### src/rtl/shift_rows_seq.sv
// shift_rows_seq: streams 16 state bytes through AES ShiftRows by read-address permutation.
// Optional INV_SHIFT_EN adds port inv_i selecting InvShiftRows, latched per pass.
module shift_rows_seq #(
  parameter int DATA_W = 8
) (
  input  logic              clk,
  input  logic              rst_n,
`ifdef INV_SHIFT_EN
  input  logic              inv_i,
`endif
  input  logic              start_i,
  output logic              busy_o,
  output logic              done_o,
  output logic              rd_en_o,
  output logic [3:0]        rd_addr_o,
  input  logic [DATA_W-1:0] rd_data_i,
  output logic              wr_en_o,
  output logic [3:0]        wr_addr_o,
  output logic [DATA_W-1:0] wr_data_o
);
  typedef enum logic [1:0] {IDLE, READ, DRAIN, DONE} state_t;
  state_t state_q, state_d;
  logic [3:0] k_q, k_d, rd_addr_q, rd_addr_d, wr_addr_q, wr_addr_d;
  logic rd_en_q, rd_en_d, vld_q, wr_en_q;
  logic [DATA_W-1:0] wr_data_q, wr_data_d;
  logic inv_cur;
`ifdef INV_SHIFT_EN
  logic inv_q;
  always_ff @(posedge clk or negedge rst_n)
    if (!rst_n) inv_q <= 1'b0;
    else if (state_q == IDLE && start_i) inv_q <= inv_i;
  assign inv_cur = (state_q == IDLE) ? inv_i : inv_q;
`else
  assign inv_cur = 1'b0;
`endif
  // Row r rotates by r columns: left for encrypt, right for decrypt.
  function automatic logic [3:0] map(input logic [3:0] k, input logic inv);
    return {inv ? k[3:2] - k[1:0] : k[3:2] + k[1:0], k[1:0]};
  endfunction
  always_comb begin
    state_d   = state_q;
    k_d       = k_q;
    rd_en_d   = 1'b0;
    rd_addr_d = rd_addr_q;
    case (state_q)
      IDLE: if (start_i) begin
        state_d   = READ;
        k_d       = 4'd0;
        rd_en_d   = 1'b1;
        rd_addr_d = map(4'd0, inv_cur);
      end
      READ: if (k_q == 4'hf) begin
        state_d = DRAIN;
        k_d     = 4'd0;
      end else begin
        k_d       = k_q + 4'd1;
        rd_en_d   = 1'b1;
        rd_addr_d = map(k_q + 4'd1, inv_cur);
      end
      DRAIN: state_d = (wr_en_q && wr_addr_q == 4'hf) ? DONE : DRAIN;
      default: state_d = IDLE;
    endcase
  end
  // vld_q marks the cycle rd_data_i carries the byte read one cycle earlier.
  assign wr_data_d = vld_q ? rd_data_i : wr_data_q;
  assign wr_addr_d = vld_q ? (wr_en_q ? wr_addr_q + 4'd1 : 4'd0) : wr_addr_q;
  always_ff @(posedge clk or negedge rst_n)
    if (!rst_n) begin
      state_q   <= IDLE;
      k_q       <= 4'd0;
      rd_en_q   <= 1'b0;
      rd_addr_q <= 4'd0;
      vld_q     <= 1'b0;
      wr_en_q   <= 1'b0;
      wr_addr_q <= 4'd0;
      wr_data_q <= '0;
    end else begin
      state_q   <= state_d;
      k_q       <= k_d;
      rd_en_q   <= rd_en_d;
      rd_addr_q <= rd_addr_d;
      vld_q     <= rd_en_q;
      wr_en_q   <= vld_q;
      wr_addr_q <= wr_addr_d;
      wr_data_q <= wr_data_d;
    end
  assign busy_o    = state_q == READ || state_q == DRAIN;
  assign done_o    = state_q == DONE;
  assign rd_en_o   = rd_en_q;
  assign rd_addr_o = rd_addr_q;
  assign wr_en_o   = wr_en_q;
  assign wr_addr_o = wr_addr_q;
  assign wr_data_o = wr_data_q;
endmodule

### config.mk
export PLATFORM = sky130hd
export DESIGN_NAME = shift_rows_seq
export DESIGN_NICKNAME = d
export VERILOG_FILES = /design/src/rtl/shift_rows_seq.sv
export SDC_FILE = /design/constraint.sdc
export NUM_CORES = 1
export LEC_CHECK = 0
export CAP_MARGIN = 20
export CORE_MARGIN = 2
export CORE_UTILIZATION = 51
export DETAILED_ROUTE_END_ITERATION = 8
export MAX_ROUTING_LAYER = met4
export PLACE_DENSITY = 0.91
export REMOVE_ABC_BUFFERS = 1
export SLEW_MARGIN = 20
export SYNTH_ARGS = -nofsm -noshare
export SYNTH_HDL_FRONTEND = slang
export SYNTH_SLANG_ARGS = --single-unit
### constraint.sdc
create_clock -name clk -period 3.7 [get_ports clk]
set_clock_uncertainty 0.2 [all_clocks]
set_input_delay 0.555 -clock clk [delete_from_list [all_inputs] [get_ports clk]]
set_output_delay 0.555 -clock clk [all_outputs]
set_load 0.01 [all_outputs]
==> out/qor_table.md <==
| Step | Parameter | This run |
|---|---|---|
| run status | Outcome | complete, but fails checks |
| run status | Violations in the final reports | hold timing |
| cts | Clk Latency, worst-skew pair | 320 ps |
| critical path | Critical path startpoint category | flop |
| hold path | Worst Hold Class | in -> async |
| pwr | Internal Power | 0.000786 W |
| drt | Via-to-Cell Ratio | 5.38 |
| place | DP Worst Slack | 1570 ps |
| critical path | Worst Reg-to-Reg Cells | 7 |
| drt | Antenna violation net count after detailed routing | 0 |
| critical path | Largest fanout on the critical path | 4 |
| critical path | WP data required | 2940 ps |
| cts | CTS Sinks | 25 |
| floorplan | Floorplan die area | 2700 µm² |
| drt | Router iterations before antenna repair | 4 |
| floorplan | Ports placed on the boundary | 31 |
| sta | Hold violation count in the final report | 6 |
| global routing | Initial antenna violation count | 0 |
| sta | Setup repair after global routing missed its margin | false |
| sta | Setup TNS | 0 ps |
| sta | Number of endpoints failing setup at the final stage | 0 |
| finish | Number of antenna diodes | 0 |
| sta | Total count of max-transition violations in the final report | 0 |
| synthesis | Top cell type by total area after synthesis | sky130_fd_sc_hd__dfrtp_1 |
| sta | Final period utilization | 65.0% |
| finish | Fraction of final layout cells sized beyond drive strength 1 | 7.09% |
| drt | Drt first-iter violations | 14 |
| cts | Post-CTS setup repair buffer count | 0 |
| synthesis | Post-synth top area share | 53.4% |
| drt | Final wirelength | 2310 µm |
| cts | Clock Tree Buf Depth | 2 |
| global routing | Largest net degree at the start of global routing | 26 |
| drt | DR WL/cell | 14.9 µm |
| sta | PnR worst setup slack | 1290 ps |
| sta | Rel. slew slack | 60.8% |
| place | Count of input and output buffers | 30 |
| sta | Worst Max-Slew Pin Slew | 588 ps |
| critical path | Reg2reg start | k_q[0] |
| critical path | Type of the setup path with the least slack | reg -> out |
| critical path | Register-to-register setup slack | 1640 ps |
| synthesis | Cell variety after synth | 28 |
| cts | H-tree Lvls | 1 |
| pwr | Reported leakage power | 0.694 nW |
| cts | Total clock buffers created by CTS | 3 |
| floorplan | Vert. Die Dim | 51.9 µm |
| place | GPL Wtd Cong | 0.798 |
| finish | Nets@finish | 146 |
| critical path | Crit end category | output port |
| floorplan | CORE AREA | 2190 µm² |
| global routing | Total track usage | 19.8% |
| floorplan | Initial standard-cell utilization of the core | 53.5% |
| pwr | Maximum vdd drop | 0.480 mV |
| synthesis | Share of the yosys chip area belonging to registers | 53.4% |
| global routing | Global route overflow | 0 |
| synthesis | Main area contributors after synthesis | sky130_fd_sc_hd__dfrtp_1, sky130_fd_sc_hd__mux2_1, sky130_fd_sc_hd__ha_1, sky130_fd_sc_hd__a22o_1, sky130_fd_sc_hd__mux2i_1 |
| pwr | Switching Share | 36.5% |
| pwr | Pwr dens | 813 nW/µm² |
| sta | Time the final worst path needs with I/O delays and setup | 2410 ps |
| drt | Via total after detailed routing | 834 |
| pwr | Sw Pwr | 0.000451 W |
| pwr | Logic pwr share | 49.6% |
| floorplan | Width of the chip | 51.9 µm |
| drt | Final routed DRC violation total | 0 |
| cts | Root buf cell | sky130_fd_sc_hd__clkbuf_4 |
| pwr | Total power after layout | 0.00124 W |
| pwr | Part of the total power dissipated in the clock network | 10.1% |
| cts | TritonCTS clock tree | built |
| cts | Hold buffers post-CTS | 0 |
| floorplan | Number of standard-cell rows in the floorplan | 17 |
| pwr | Proportion of power drawn by flip-flops and latches | 40.3% |
| sta | Highest clock rate | 416 MHz |
| synthesis | Netlist area before placement | 1170 µm² |
| critical path | Critical path data arrival time | 1650 ps |
| cts | Quantity of gates resized following cts | 0 |
| flow run | Reported max-cap violation count | 0 |
| place | HPWL Detailed | 1690 µm |
| synthesis | Count of warnings emitted by yosys | 0 |
| cts | Clock-pin slew on the worst setup and hold paths | 140 ps |
| critical path | Endpoint of the worst-slack reg-to-reg timing path | rd_addr_o[3] |
| global routing | Via count of the first global-routing pass | 837 |
| synthesis | #FFs+latches synth | 25 |
| synthesis | Average size of a mapped cell | 12.3 µm² |
| finish | Signed area change from the synthesized netlist to the final layout | 29.9% |
| synthesis | Syn Inst Count | 95 |
| global routing | First-pass GRT wire length | 3750 µm |
| sta | Final hold slack | -2.44 ps |
## power groups by stage
stage	clock, W	sequential [W]	combinational (W)
finish	0.000125	0.000499	0.000613
global route	0.000139	0.000520	0.000670
CTS	0.000126	0.000499	0.000620
detailed placement	0	0.000506	0.000614
global placement	0	0.000494	0.000595
floorplan	0	0.000527	0.000297
## final cells by class
cell class	instances	area [µm²]
clock buffer	3	22.5
inverter	7	26.3
timing repair buffer	30	295
tap	28	35.0
multi-input combinational	61	509
fill	166	669
clock inverter	1	7.51
sequential	25	626
## synthesized netlist by cell type
library cell and count:
sky130_fd_sc_hd__nor3_2 1, sky130_fd_sc_hd__dfrtp_1 25, sky130_fd_sc_hd__xor2_1 1, sky130_fd_sc_hd__or2_1 1, sky130_fd_sc_hd__inv_1 7, sky130_fd_sc_hd__o2bb2ai_1 2
sky130_fd_sc_hd__mux2i_1 3, sky130_fd_sc_hd__o22ai_2 1, sky130_fd_sc_hd__xnor2_1 1, sky130_fd_sc_hd__a21o_1 1, sky130_fd_sc_hd__o21ai_0 3, sky130_fd_sc_hd__a31oi_1 1
sky130_fd_sc_hd__a211o_1 1, sky130_fd_sc_hd__nand3_1 5, sky130_fd_sc_hd__a21oi_1 1, sky130_fd_sc_hd__nand2b_1 2, sky130_fd_sc_hd__a22o_1 4, sky130_fd_sc_hd__ha_1 7
sky130_fd_sc_hd__o21ai_1 3, sky130_fd_sc_hd__buf_2 2, sky130_fd_sc_hd__a21oi_2 1, sky130_fd_sc_hd__xnor3_1 1, sky130_fd_sc_hd__nand2_1 5, sky130_fd_sc_hd__nor2b_1 3
sky130_fd_sc_hd__o22ai_1 1, sky130_fd_sc_hd__mux2_1 9, sky130_fd_sc_hd__and2b_2 1, sky130_fd_sc_hd__and3_1 2
## kinds of logic after synthesis
group / Yosys count / synth area share (%)
and+or+nand+nor: 20 / 9.62
muxes: 12 / 11.2
xor gates and xnor gates: 3 / 3.42
adders and majority gates: 7 / 7.48
DFF: 25 / 53.4
AOI/OAI and AO/OA: 19 / 11.8
buffers and inverters: 9 / 3.10
## layout by cell type (no fill, tap or decap), drive strengths merged, types with 2 or more instances in the layout
cell type | netlist | routed
dfrtp | 25 | 25
o22ai | 2 | 2
o2bb2ai | 2 | 2
nand2 | 5 | 5
ha | 7 | 7
nand3 | 5 | 5
clkdlybuf4s50 | 0 | 29
nor2b | 3 | 3
and3 | 2 | 2
clkbuf | 0 | 3
a21oi | 2 | 2
mux2 | 9 | 9
nand2b | 2 | 2
inv | 7 | 7
o21ai | 6 | 6
a22o | 4 | 4
mux2i | 3 | 3
## critical path: stages, from the launching register on
cell                              delay, ps
sky130_fd_sc_hd__dfrtp_1                430
sky130_fd_sc_hd__inv_1                   90
sky130_fd_sc_hd__ha_1                   290
sky130_fd_sc_hd__clkdlybuf4s50_1        530
## flip-flops by register name (all words and copies together) (netlist names)
register	cells
k_q	4
wr_addr_o	4
wr_en_o	1
state_q	2
rd_en_o	1
rd_addr_o	4
vld_q	1
wr_data_o	8
## metal layers
layer | routed length (µm) | track usage (%) | vias to the layer above | share of wire (%)
met5 | 0 | - | - | 0
met4 | 41 | 10.1 | 0 | 1.8
met3 | 123 | 2.30 | 4 | 5.3
met2 | 1070 | 31.6 | 30 | 46
met1 | 1070 | 25.0 | 402 | 47
li1 | - | - | 398 | -
## worst max path at each step
stage | slack, ps | start | endpoint
floorplan | 1800 | k_q[0] | rd_addr_o[3]
global placement | 1600 | start_i | state_q[1]
detailed placement | 1570 | start_i | state_q[1]
CTS | 1290 | state_q[1] | busy_o
global route | 1210 | state_q[0] | busy_o
finish | 1290 | state_q[1] | busy_o
## metrics by stage
stage | utilization (%) | hold slack (ps) | std cells | instance area [µm²]
after floorplan | - | 59.4 | 93 | 1160
after detailed placement | 68.3 | 164 | 151 | 1500
after global routing | 69.4 | 14.3 | 155 | 1520
after global placement | 68.3 | 159 | 151 | 1500
after CTS | 69.7 | 187 | 155 | 1530
final | 69.4 | -2.44 | 155 | 1520
Power figures use the tool's default switching activity.
==> RTL change 1 (same settings) <==
Register the input `rd_data_i` before use, without a reset. The logic sees it one clock later. The other inputs are not delayed to match. Comments in the files are not updated.
--- a/src/rtl/shift_rows_seq.sv
+++ b/src/rtl/shift_rows_seq.sv
@@ -19,6 +19,13 @@
   output logic [DATA_W-1:0] wr_data_o
 );
   typedef enum logic [1:0] {IDLE, READ, DRAIN, DONE} state_t;
+
+  logic [DATA_W-1:0] rd_data_q;
+
+  always_ff @(posedge clk) begin
+    rd_data_q <= rd_data_i;
+  end
+
   state_t state_q, state_d;
   logic [3:0] k_q, k_d, rd_addr_q, rd_addr_d, wr_addr_q, wr_addr_d;
   logic rd_en_q, rd_en_d, vld_q, wr_en_q;
@@ -62,7 +69,7 @@
     endcase
   end
   // vld_q marks the cycle rd_data_i carries the byte read one cycle earlier.
-  assign wr_data_d = vld_q ? rd_data_i : wr_data_q;
+  assign wr_data_d = vld_q ? rd_data_q : wr_data_q;
   assign wr_addr_d = vld_q ? (wr_en_q ? wr_addr_q + 4'd1 : 4'd0) : wr_addr_q;
   always_ff @(posedge clk or negedge rst_n)
     if (!rst_n) begin
Function: changed (a bounded check fails within 4 cycles, from zero or initial values and one cycle with rst_n low).
==> RTL change 1 against the unedited design <==
  * The run still ends with hold timing left
  * Combinational power shrank 9.8%
  * Total power increased by 14%
  * Area after synthesis is 15% higher
  * Worst setup slack got worse by 0.018 ns
  * Routed wire length increased by 1.7%
  * Design area rose by 15%
  * Count of clock-buffer cells in the layout grew 4
  * Critical path depth unchanged
  * Sequential cell count rose by 8
  * Critical path type unchanged
  * Largest power group is now registers
==> RTL change 1: results (changes against the unedited design) <==
CP arrival=1.67 ns (+0.02 ns); crit path launch=state_q[0]; DR pass1 iterations=4 (unchanged); Max-slew headroom=62.3% (+1.6 points); # diodes=0 (unchanged); leakage=0.791 nW (+14%); # fillers=173 (+4.2%); failing checks=hold timing; Final Worst Setup Slack=1.28 ns (-0.0183 ns); worst hold-check path type=in -> async; clk slew on worst S/H paths=0.10 ns (-0.04 ns); r2r worst-path depth=7 (unchanged); status=complete, but fails checks; Slowest-stage cell, CP=clkdlybuf4s50_1; IO Port Bufs=30 (unchanged); Yosys cell types=30 (+7.1%); cts repair resizes=0 (unchanged); crit-path max FO=5 (+1); Synth area leaders=dfrtp_1, dfxtp_1, mux2_2; Synth top cells by count=dfrtp_1, mux2_2, dfxtp_1, nand2_1, ha_1; RR Startpoint=k_q[0]; Total Wirelength=2.35 mm (+1.7%); async set-reset flop share out of synthesis=75.8% (-24 points); register area share after synthesis=58.3% (+4.8 points); CP peak stage delay=0.53 ns (about the same); post-CTS setup buffer count=0 (unchanged); worst-case clock buffer depth=2 (unchanged); initial antenna violation count=0 (unchanged); pre-CTS setup slack=1.56 ns (-0.00956 ns); drt first-iter violations=9 (-5); Hold Worst Slack=-0.00625 ns (-0.00381 ns); Final nets=157 (+7.5%); Hold Vio Cnt, Final=14 (+8); share of layout cells above drive strength 1=15.0% (+7.9 points); placed inst area=0.00167 mm^2 (+12%); Worst setup endpoint=busy_o; gr usage total=18.2% (-1.7 points); GP Congestion=0.748 (-6.2%); Worst R2R Setup Slack=1.76 ns (+0.12 ns); worst vdd ir=615 uV (+28%); root buf cell=clkbuf_4; number of vias per cell=5.15 (-4.2%); Yosys Warn Count=0 (unchanged); number of global-route vias before repair=930 (+11%); first-pass GRT wire length=4.17 mm (+11%); RR Endpoint=rd_addr_o[3]; CTS buffer count=5 (+2); post-DP HPWL=1.73 mm (+2.4%); Clock Latency Late Sink=0.33 ns; H-tree depth=2 (+1)
-- RTL change 1: cell types whose count changed in the layout (fill, tap and decap cells not counted), sizes merged, moves of 2 or more --
cell,unedited run,this run
clkbuf,3,7
or2b,0,2
nor2b,3,1
nand4,0,2
dfxtp,0,8
nand2,5,8
-- RTL change 1: power by group --
part	switching (mW)	internal, mW	leakage (nW)
logic	0.223	0.330	0.360
registers	0.103	0.473	0.385
clock network	0.114	0.161	0.0455
-- RTL change 1: per-stage QoR --
stage,instances,utilization (%)
2_1_floorplan,102,-
3_3_place_gp,162,66.9
3_5_place_dp,162,66.9
4_1_cts,170,70.3
5_1_grt,170,70.1
6_report,170,70.1
-- RTL change 1: cell families (layout without fill, tap and decap cells) --
family,Yosys count,after routing,share of synthesized area (%)
flip-flops,33,33,58.3
adder cells (fa/ha/maj),7,7,6.49
AND/OR/NAND/NOR,24,24,10.5
multiplexers,12,12,9.74
XOR/XNOR,3,3,2.97
buffers and inverters,9,44,2.69
AO/OA/AOI/OAI,17,17,9.37
-- RTL change 1: metal layers --
| metal | global-route usage (%) | vias up | part of all wire, % |
|---|---|---|---|
| met2 | 29.8 | 20 | 49 |
| met1 | 21.2 | 409 | 45 |
| met4 | 9.41 | 0 | 2.2 |
| li1 | - | 439 | - |
| met5 | - | - | 0 |
| met3 | 3.51 | 8 | 3.2 |
-- RTL change 1: worst max-delay path: cells and delay by family (launching register included) --
kind | cells | cell delay (ns)
buffers and inverters | 2 | 0.62
DFF | 1 | 0.42
adders and majority gates | 1 | 0.30
-- RTL change 1: final cells by class --
type	instances	area, um^2	area share, %
well taps	30	37.5	2.14
flip-flops and latches	33	786	44.8
multi-input cells	63	527	30.0
repair buffers	30	295	16.8
inverters	6	22.5	1.28
clock inverters	1	30.0	1.71
clock buffers	7	55.1	3.14
==> RTL change 2 (config.mk and constraints unchanged) <==
Without the edit above. The option `INV_SHIFT_EN` is turned on by a define.
--- a/src/rtl/shift_rows_seq.sv
+++ b/src/rtl/shift_rows_seq.sv
@@ -1,5 +1,7 @@
 // shift_rows_seq: streams 16 state bytes through AES ShiftRows by read-address permutation.
 // Optional INV_SHIFT_EN adds port inv_i selecting InvShiftRows, latched per pass.
+`define INV_SHIFT_EN
+
 module shift_rows_seq #(
   parameter int DATA_W = 8
 ) (
Ports: changed (added inv_i); port bits go from 31 to 32. No check against the original RTL was run, so the function may have changed too.
==> RTL change 2 against the unedited design <==
  * The flow still finishes with violations (hold timing)
  * Clock power rose by 14%
  * Hold slack got worse by 0.00059 ns
  * Maximum frequency fell by 0.44%
  * Core utilization rose by 1.0 points
  * Final cell count rose by 2.6%
  * Area after synthesis rose by 1.7%
  * Sequential cell count rose by 1
  * Design area rose by 2.5%
  * Routed wire length rose by 10%
  * Total power fell by 1.2%
  * Sequential share of layout area rose by 0.62 points
  * Worst setup slack got worse by 0.011 ns
==> RTL change 2: results (changes against the unedited design) <==
status=complete, but fails checks; failing checks=hold timing; Via Count=895 (+7.3%); Synth Area in XOR/XNOR=4.10% (+0.68 points); Synth top cells by count=dfrtp_1, mux2_2, nand2_1; async set-reset flop share out of synthesis=100% (unchanged); number of global-route vias before repair=892 (+6.6%); drt wl/cell=16.0 um (+7.3%); register area share after synthesis=54.6% (+1.2 points); Hold Vio Cnt, Final=12 (+6); number of vias per cell=5.63 (+4.6%); final core utilization=70.5% (+1.0 points); first-pass GRT wire length=4.28 mm (+14%); share of layout cells above drive strength 1=13.7% (+6.7 points); drt first-iter violations=18 (+4); placed inst area=0.00153 mm^2 (+2.1%); leakage=0.689 nW (-0.72%); mux contribution to synthesized area=11.1% (-0.083 points); Yosys cell types=24 (-14%); Final nets=151 (+3.4%); Synth area leaders=dfrtp_1, mux2_2, ha_1; Hold Worst Slack=-0.00303 ns (-0.000586 ns); # fillers=174 (+4.8%); pre-CTS setup slack=1.42 ns (-0.151 ns); GP Congestion=0.894 (+12%); worst vdd ir=649 uV (+35%); root buf cell=clkbuf_4; largest net degree at the start of global routing=27 (+3.8%); Inst Count DP=155 (+2.6%); post-DP HPWL=1.96 mm (+16%)
RTL change 2: cell count changes after synthesis, sizes merged, moves of 2 or more:
| cell | before | now |
|---|---|---|
| nand3 | 5 | 7 |
| nand2 | 5 | 10 |
| o21ai | 6 | 8 |
| nor2b | 3 | 0 |
RTL change 2: metal layers:
layer	GRT usage [%]	up-vias	wire length [um]	share of wire, %
met4	7.26	0	24	0.95
met1	27.4	448	1060	42
met2	38.1	31	1370	54
met3	2.00	4	86	3.4
li1	-	412	-	-
met5	-	-	0	0
RTL change 2: report_power, final:
group	switching (mW)	internal, mW	total [mW]
clock network	0.0818	0.0601	0.142
logic	0.244	0.341	0.585
registers	0.103	0.391	0.494
total	0.428	0.793	1.22
RTL change 2: layout make-up:
type | count | share of cell area [%]
clock buffer | 4 | 2.33
inverter | 7 | 1.69
multi-input combinational | 63 | 32.4
sequential | 26 | 41.7
tap | 28 | 2.25
timing repair buffer | 31 | 19.6
RTL change 2: critical path: cells and delay by family (launching register included):
kind       cells  cell delay [ns]
buf+inv        2             0.62
flops          1             0.43
fa+ha+maj      1             0.30
RTL change 2: kinds of logic (layout without fill, tap and decap cells):
logic type | after synthesis | after routing
adders and majority gates | 7 | 7
muxes | 12 | 12
buffers and inverters | 9 | 42
AOI/OAI and AO/OA | 19 | 19
xor gates and xnor gates | 4 | 4
DFF | 26 | 26
and+or+nand+nor | 21 | 21
RTL change 2: worst min path at each step:
stage / cells after the start / slack, ns / endpoint
detailed placement: 0 / 0.17 / vld_q
global placement: 0 / 0.16 / vld_q
finish: 1 / -0.003 / wr_data_o[0]
floorplan: 0 / 0.06 / inv_q
global route: 1 / 0.02 / vld_q
CTS: 0 / 0.20 / vld_q
RTL change 2: through the flow:
step	hold WS, ns	power [mW]
floorplan	0.0594	0.804
global placement	0.161	1.05
detailed placement	0.168	1.08
CTS	0.201	1.23
global route	0.0190	1.30
finish	-0.00303	1.22
